**src/rtl/nbit_abs_subtractor_pkg.sv**
```systemverilog
// Shared definitions for the chunked absolute subtractor: FSM state encoding
// and the sizing helper for the chunk counter.
package nbit_abs_subtractor_pkg;

  typedef enum logic [1:0] {
    ST_IDLE = 2'd0,
    ST_SUB  = 2'd1,
    ST_NEG  = 2'd2,
    ST_DONE = 2'd3
  } state_e;

  // Number of chunk steps for one pass over an operand.
  function automatic int nChunk(input int nBit, input int chunk);
    return nBit / chunk;
  endfunction

  // Counter width; a single-step pass still needs a 1-bit counter.
  function automatic int counterWidth(input int n);
    return (n > 1) ? $clog2(n) : 1;
  endfunction

endpackage

```
**src/rtl/nbit_abs_subtractor_if.sv**
```systemverilog
// Operand/result handshake bundle of the chunked absolute subtractor.
interface nbit_abs_subtractor_if #(
  parameter int nBit = 10
);

  logic            iValid;
  logic            oReady;
  logic [nBit-1:0] iA;
  logic [nBit-1:0] iB;
  logic            iBorrow;
  logic            oValid;
  logic            iReady;
  logic [nBit-1:0] oDiff;
  logic [nBit-1:0] oRes;
  logic            oSign;
  logic            oOvf;

  modport master (
    output iValid, iA, iB, iBorrow, iReady,
    input  oReady, oValid, oDiff, oRes, oSign, oOvf
  );

  modport slave (
    input  iValid, iA, iB, iBorrow, iReady,
    output oReady, oValid, oDiff, oRes, oSign, oOvf
  );

endinterface

```
**src/rtl/nbit_abs_subtractor_adder.sv**
```systemverilog
// Plain nBit ripple adder with carry in/out; time-shared by the subtractor
// between the difference pass and the negation pass.
module nBitAdder #(
  parameter int nBit = 2
) (
  input  logic [nBit-1:0] iA,
  input  logic [nBit-1:0] iB,
  input  logic            iCarry,
  output logic [nBit-1:0] oSum,
  output logic            oCarry
);

  assign {oCarry, oSum} = {1'b0, iA} + {1'b0, iB} + {{nBit{1'b0}}, iCarry};

endmodule

```
**src/rtl/nbit_abs_subtractor.sv**
```systemverilog
// Multi-cycle chunked subtractor: D = A - B - borrow one CHUNK per cycle,
// followed by a chunked two's-complement negation when D is negative.
module nbit_abs_subtractor
  import nbit_abs_subtractor_pkg::*;
#(
  parameter int nBit  = 10,
  parameter int CHUNK = 2
) (
  input logic                  iClk,
  input logic                  iRstN,
  nbit_abs_subtractor_if.slave bus
);

  localparam int N  = nChunk(nBit, CHUNK);
  localparam int KW = counterWidth(N);

  state_e          stateR;
  state_e          nextStateS;
  logic [nBit-1:0] aR;
  logic [nBit-1:0] bR;
  logic [nBit-1:0] dR;
  logic [nBit-1:0] rR;
  logic [nBit-1:0] diffR;
  logic [nBit-1:0] resR;
  logic            carryR;
  logic            signR;
  logic            ovfR;
  logic            validR;
  logic            readyR;
  logic [KW-1:0]   kR;

  logic [CHUNK-1:0] addAS;
  logic [CHUNK-1:0] addBS;
  logic [CHUNK-1:0] sumS;
  logic             carryOutS;
  logic             lastS;
  logic [nBit-1:0]  dShiftS;
  logic [nBit-1:0]  dRotS;
  logic [nBit-1:0]  rShiftS;

  // Operands are consumed from the low end and results enter at the top, so
  // after N steps the first chunk sits in bits [CHUNK-1:0]. D is rotated
  // during NEG so it is back in place for oDiff when negation finishes.
  assign lastS   = (kR == KW'(N - 1));
  assign dShiftS = nBit'({sumS, dR} >> CHUNK);
  assign dRotS   = nBit'({dR, dR} >> CHUNK);
  assign rShiftS = nBit'({sumS, rR} >> CHUNK);

  // Adder operand selection per phase.
  always_comb begin
    addAS = {CHUNK{1'b0}};
    addBS = {CHUNK{1'b0}};
    case (stateR)
      ST_SUB: begin
        addAS = aR[CHUNK-1:0];
        addBS = ~bR[CHUNK-1:0];
      end
      ST_NEG: begin
        addAS = ~dR[CHUNK-1:0];
        addBS = {CHUNK{1'b0}};
      end
      default: begin
        addAS = {CHUNK{1'b0}};
        addBS = {CHUNK{1'b0}};
      end
    endcase
  end

  nBitAdder #(.nBit(CHUNK)) uAdder (
    .iA     (addAS),
    .iB     (addBS),
    .iCarry (carryR),
    .oSum   (sumS),
    .oCarry (carryOutS)
  );

  // Next-state logic; a missing carry-out of the last SUB chunk means D < 0.
  always_comb begin
    nextStateS = stateR;
    case (stateR)
      ST_IDLE: begin
        if (bus.iValid) nextStateS = ST_SUB;
        else            nextStateS = ST_IDLE;
      end
      ST_SUB: begin
        if (lastS) nextStateS = carryOutS ? ST_DONE : ST_NEG;
        else       nextStateS = ST_SUB;
      end
      ST_NEG: begin
        if (lastS) nextStateS = ST_DONE;
        else       nextStateS = ST_NEG;
      end
      ST_DONE: begin
        if (bus.iReady) nextStateS = ST_IDLE;
        else            nextStateS = ST_DONE;
      end
      default: nextStateS = ST_IDLE;
    endcase
  end

  // State, datapath and registered handshake/result outputs.
  always_ff @(posedge iClk or negedge iRstN) begin
    if (!iRstN) begin
      stateR <= ST_IDLE;
      aR     <= {nBit{1'b0}};
      bR     <= {nBit{1'b0}};
      dR     <= {nBit{1'b0}};
      rR     <= {nBit{1'b0}};
      diffR  <= {nBit{1'b0}};
      resR   <= {nBit{1'b0}};
      carryR <= 1'b0;
      signR  <= 1'b0;
      ovfR   <= 1'b0;
      validR <= 1'b0;
      readyR <= 1'b1;
      kR     <= {KW{1'b0}};
    end else begin
      stateR <= nextStateS;
      readyR <= (nextStateS == ST_IDLE);
      validR <= (nextStateS == ST_DONE);
      case (stateR)
        ST_IDLE: begin
          if (bus.iValid) begin
            aR     <= bus.iA;
            bR     <= bus.iB;
            carryR <= ~bus.iBorrow;
            kR     <= {KW{1'b0}};
          end
        end
        ST_SUB: begin
          aR <= aR >> CHUNK;
          bR <= bR >> CHUNK;
          dR <= dShiftS;
          if (lastS) begin
            kR     <= {KW{1'b0}};
            carryR <= 1'b1;
            if (carryOutS) begin
              diffR <= dShiftS;
              resR  <= dShiftS;
              signR <= 1'b0;
              ovfR  <= 1'b0;
            end
          end else begin
            kR     <= kR + KW'(1);
            carryR <= carryOutS;
          end
        end
        ST_NEG: begin
          rR <= rShiftS;
          dR <= dRotS;
          if (lastS) begin
            kR    <= {KW{1'b0}};
            diffR <= dRotS;
            resR  <= rShiftS;
            signR <= 1'b1;
            ovfR  <= (rShiftS == {nBit{1'b0}});
          end else begin
            kR     <= kR + KW'(1);
            carryR <= carryOutS;
          end
        end
        ST_DONE: begin
          kR <= {KW{1'b0}};
        end
        default: begin
          kR <= {KW{1'b0}};
        end
      endcase
    end
  end

  assign bus.oReady = readyR;
  assign bus.oValid = validR;
  assign bus.oDiff  = diffR;
  assign bus.oRes   = resR;
  assign bus.oSign  = signR;
  assign bus.oOvf   = ovfR;

endmodule

```
**src/flat_wrapper.sv**
```systemverilog
// flat-port wrapper written by rule: the top's interface ports become plain ports
module nbit_abs_subtractor_flat import nbit_abs_subtractor_pkg::*;
#(
  parameter int nBit  = 10,
  parameter int CHUNK = 2
)
  (iClk, iRstN, bus_iValid, bus_iA, bus_iB, bus_iBorrow, bus_iReady, bus_oReady, bus_oValid, bus_oDiff, bus_oRes, bus_oSign, bus_oOvf);
  nbit_abs_subtractor_if #(.nBit(nBit)) bus_i ();
  input logic iClk;
  input logic iRstN;
  input wire logic [$bits(bus_i.iValid)-1:0] bus_iValid;
  input wire logic [$bits(bus_i.iA)-1:0] bus_iA;
  input wire logic [$bits(bus_i.iB)-1:0] bus_iB;
  input wire logic [$bits(bus_i.iBorrow)-1:0] bus_iBorrow;
  input wire logic [$bits(bus_i.iReady)-1:0] bus_iReady;
  output wire logic [$bits(bus_i.oReady)-1:0] bus_oReady;
  output wire logic [$bits(bus_i.oValid)-1:0] bus_oValid;
  output wire logic [$bits(bus_i.oDiff)-1:0] bus_oDiff;
  output wire logic [$bits(bus_i.oRes)-1:0] bus_oRes;
  output wire logic [$bits(bus_i.oSign)-1:0] bus_oSign;
  output wire logic [$bits(bus_i.oOvf)-1:0] bus_oOvf;
  assign bus_i.iValid = bus_iValid;
  assign bus_i.iA = bus_iA;
  assign bus_i.iB = bus_iB;
  assign bus_i.iBorrow = bus_iBorrow;
  assign bus_i.iReady = bus_iReady;
  assign bus_oReady = bus_i.oReady;
  assign bus_oValid = bus_i.oValid;
  assign bus_oDiff = bus_i.oDiff;
  assign bus_oRes = bus_i.oRes;
  assign bus_oSign = bus_i.oSign;
  assign bus_oOvf = bus_i.oOvf;
  nbit_abs_subtractor #(.nBit(nBit), .CHUNK(CHUNK)) u_core (.iClk(iClk), .iRstN(iRstN), .bus(bus_i));
endmodule
```
**config.mk**
```make
export PLATFORM = sky130hd
export DESIGN_NAME = nbit_abs_subtractor_flat
export DESIGN_NICKNAME = d
export VERILOG_FILES = /design/src/rtl/nbit_abs_subtractor_pkg.sv /design/src/rtl/nbit_abs_subtractor_if.sv /design/src/rtl/nbit_abs_subtractor_adder.sv /design/src/rtl/nbit_abs_subtractor.sv /design/src/flat_wrapper.sv
export SDC_FILE = /design/constraint.sdc
export NUM_CORES = 1
export LEC_CHECK = 0
export BUFFER_PORTS_ARGS = -buffer_cell sky130_fd_sc_hd__buf_2
export CAP_MARGIN = 20
export CORE_ASPECT_RATIO = 0.8
export CORE_MARGIN = 4
export CORE_UTILIZATION = 40
export DETAILED_ROUTE_END_ITERATION = 8
export SLEW_MARGIN = 20
export SYNTH_ARGS = -nofsm -noshare
export SYNTH_HDL_FRONTEND = slang
export SYNTH_SLANG_ARGS = --single-unit
```
**constraint.sdc**
```tcl
create_clock -name iClk -period 3.7 [get_ports iClk]
set_input_delay 0 -clock iClk [delete_from_list [all_inputs] [get_ports iClk]]
set_output_delay 0 -clock iClk [all_outputs]
set_load 0.1 [all_outputs]
```
==> flow_summary.toml <==
[synthesis]
yosysWarnings = 0
synth.area.top_cells = "dfrtp_1, mux2_2, mux2_4"
synth.distinct_cells = 34
synthArstFlopShare_pct = 100
synth_top_area_share_pct = 51.5
syn-num-nets = 299
syn_inst = 264
syn_area_per_cell_um2 = 12.3
yosysSeqAreaShare_pct = 52.3
synth_top_cell_by_area = "dfrtp_1"
synth_edf_count = 0
ys_seq_elements = 68
synth_ff_type = "dfrtp_1"
syn_area_mm2 = 0.00325

[placed_design]
dp_hpwl_um = 4290
pre_cts_ws_ps = 482
routabilityCongestion = 0.757
placed_area_mm2 = 0.00362
placed_cells = 411
port_buffers = 48

[clock_tree]
clkLatencyLatePin_ps = 340
clock_sinks = 68
htreeDepth = 3
cts_buffers = 9
cts_max_path_buffers = 2
path_clk_slew_ps = 80
cts_tree = "built"
post_cts_buffers = 0
cts_root_buf = "clkbuf_8"

[die]
die-area_mm2 = 0.00965
coreArea_mm2 = 0.00791
die_w_um = 109
pin_count = 49
dieHeight_um = 88.7
std_cell_rows = 29
start_util_pct = 41.1

[detailed_routing]
drc_errors = 0
via_per_inst = 4.89
firstDrtPassIters = 4
ant_nets = 0
num_vias = 2190
drt_iter0_drc = 72
routed_wl_um = 6360
post_drt_wl_per_cell_um = 14.2

[finish]
fillCellCount = 758
fin_cells = 448
layout_common_cells = "dfrtp_1, buf_2, nand2_1, mux2_2, o21ai_0"
area_growth_pct = 23.8
layout_commonest_cell = "dfrtp_1"
num_antenna_cells = 0
fin_nets = 370
final_area_mm2 = 0.00403
post_route_cells_drive_above_1_share_pct = 35.0

[sta]
hold_viol = 0
fin_crit_ps = 3220
slew_headroom_pct = 52.0
final_max_slew_viol_count = 0
finalCritPeriodShare_pct = 87.1
fin_skew_ps = 7.89
worst_slew_pin_slew_ps = 720
tns_ps = 0
setup_viol = 0
grt_setup_unrepaired = "no"
fmaxAchievable_mhz = 310
worst_slack_ps = 476

[setup_path]
slowest_stage = "a222oi_1"
start_kind = "register"
path_class = "register to register"
slowest_delay_ps = 520
cp.required_ps = 3930
critPathArrivalTime_ps = 3460
critPathMaxFanout = 22
cp-end-kind = "register"
crit_chain = "inv_1 > ha_1 > a22oi_1 > nor2b_1 > fa_1 > inv_1 > fa_1 > a222oi_1 > buf_12 > mux2_2"

[pwr]
ir_drop_v = 0.000483
cellLeakagePower_uw = 0.00190
p_per_area_mw_per_mm2 = 855

[job]
cap_violations = 0

[global_routing]
grt_max_degree = 38
grtUsageMet3_pct = 4.74
grt_use_met2_pct = 22.3
use_met1_pct = 20.6
antenna_found_initial = 0
grtUsageTotal_pct = 14.7
grt_remaining_overflow = 0
grt_pass1_wl_um = 10900
gr-max-usage-layer = "met2"
grt_pass1_vias = 2159

[worst_hold_path]
hp-class = "input port to register"

[outcome]
status = "complete, no violations"
==> worst max-delay path: cells and delay by family (launching register included) <==
family,cells,cell delay (ps)
adder cells (fa/ha/maj),3,1080
buffers and inverters,3,440
multiplexers,1,350
AO/OA/AOI/OAI,2,650
flip-flops,1,420
AND/OR/NAND/NOR,1,170
==> final timing paths <==
kind                             startpoint                  end  slack, ps  cells after the start
setup reg to reg           u_core.stateR[0]   u_core.bus.oRes[1]        480                     10
setup / recovery           u_core.stateR[0]   u_core.bus.oRes[1]        480                     10
hold / removal                   bus_iReady    u_core.bus.oValid         40                      3
hold reg to reg                u_core.bR[1]         u_core.bR[1]        480                      2
max in group asynchronous             iRstN         u_core.dR[8]       2500                      3
min in group asynchronous             iRstN  u_core.bus.oDiff[3]        240                      2
==> cell usage after synthesis, drive strengths merged (3+ instances only) <==
master / number
mux2i: 19
o21ai: 29
nor2b: 9
inv: 9
clkbuf: 11
nand2b: 3
nand2: 29
dfrtp: 67
a31oi: 6
ha: 8
mux2: 46
buf: 4
==> cell families after synthesis <==
kind of cell / Yosys count / synth area share, %
DFF: 68 / 52.3
buffers and inverters: 24 / 3.31
muxes: 65 / 24.0
adders and majority gates: 10 / 4.31
and+or+nand+nor: 54 / 8.54
AOI/OAI and AO/OA: 43 / 7.57
==> per-layer routing <==
layer / wire [um] / vias to the layer above
met5: 0 / -
met3: 250 / 7
li1: - / 1069
met2: 2860 / 41
met1: 3180 / 1073
met4: 72 / 0
==> flip-flops by register name, indices dropped and copies added (netlist names) <==
register and count:
u_core.aR 10, u_core.bus.oRes 10, u_core.bus.oOvf 1, u_core.dR 10, u_core.rR 8, u_core.kR 3
u_core.bus.oReady 1, u_core.bus.oDiff 10, u_core.bus.oSign 1, u_core.bus.oValid 1, u_core.stateR 2, u_core.carryR 1
u_core.bR 10
==> final cells by class <==
type | instances | area (um2) | area share [%]
sequential | 68 | 1700 | 42.3
multi-input combinational | 172 | 1450 | 35.9
timing repair buffer | 75 | 508 | 12.6
tap | 108 | 135 | 3.35
clock buffer | 9 | 124 | 3.07
clock inverter | 7 | 77.6 | 1.93
inverter | 9 | 33.8 | 0.839
==> metrics by stage <==
stage / utilization (%) / hold WS (ps) / total power, uW
after global placement: 45.7 / 103 / 2820
after detailed placement: 45.7 / 105 / 2850
after floorplan: - / -296 / 2510
after CTS: 50.9 / 24.4 / 3480
after global routing: 50.9 / 56.2 / 3670
final: 50.9 / 35.7 / 3440
==> what timing repair did <==
action / CTS / global route
resized for setup: 0 / 0
hold endpoints to repair: 50 / 0
hold buffers: 21 / 0
==> where the power goes <==
group,switching (uW),internal [uW],leakage [uW]
Clock,295,313,0.0000877
Sequential,181,1020,0.000885
Combinational,1080,555,0.000923
Total,1560,1890,0.00190
Power figures use the tool's default switching activity.
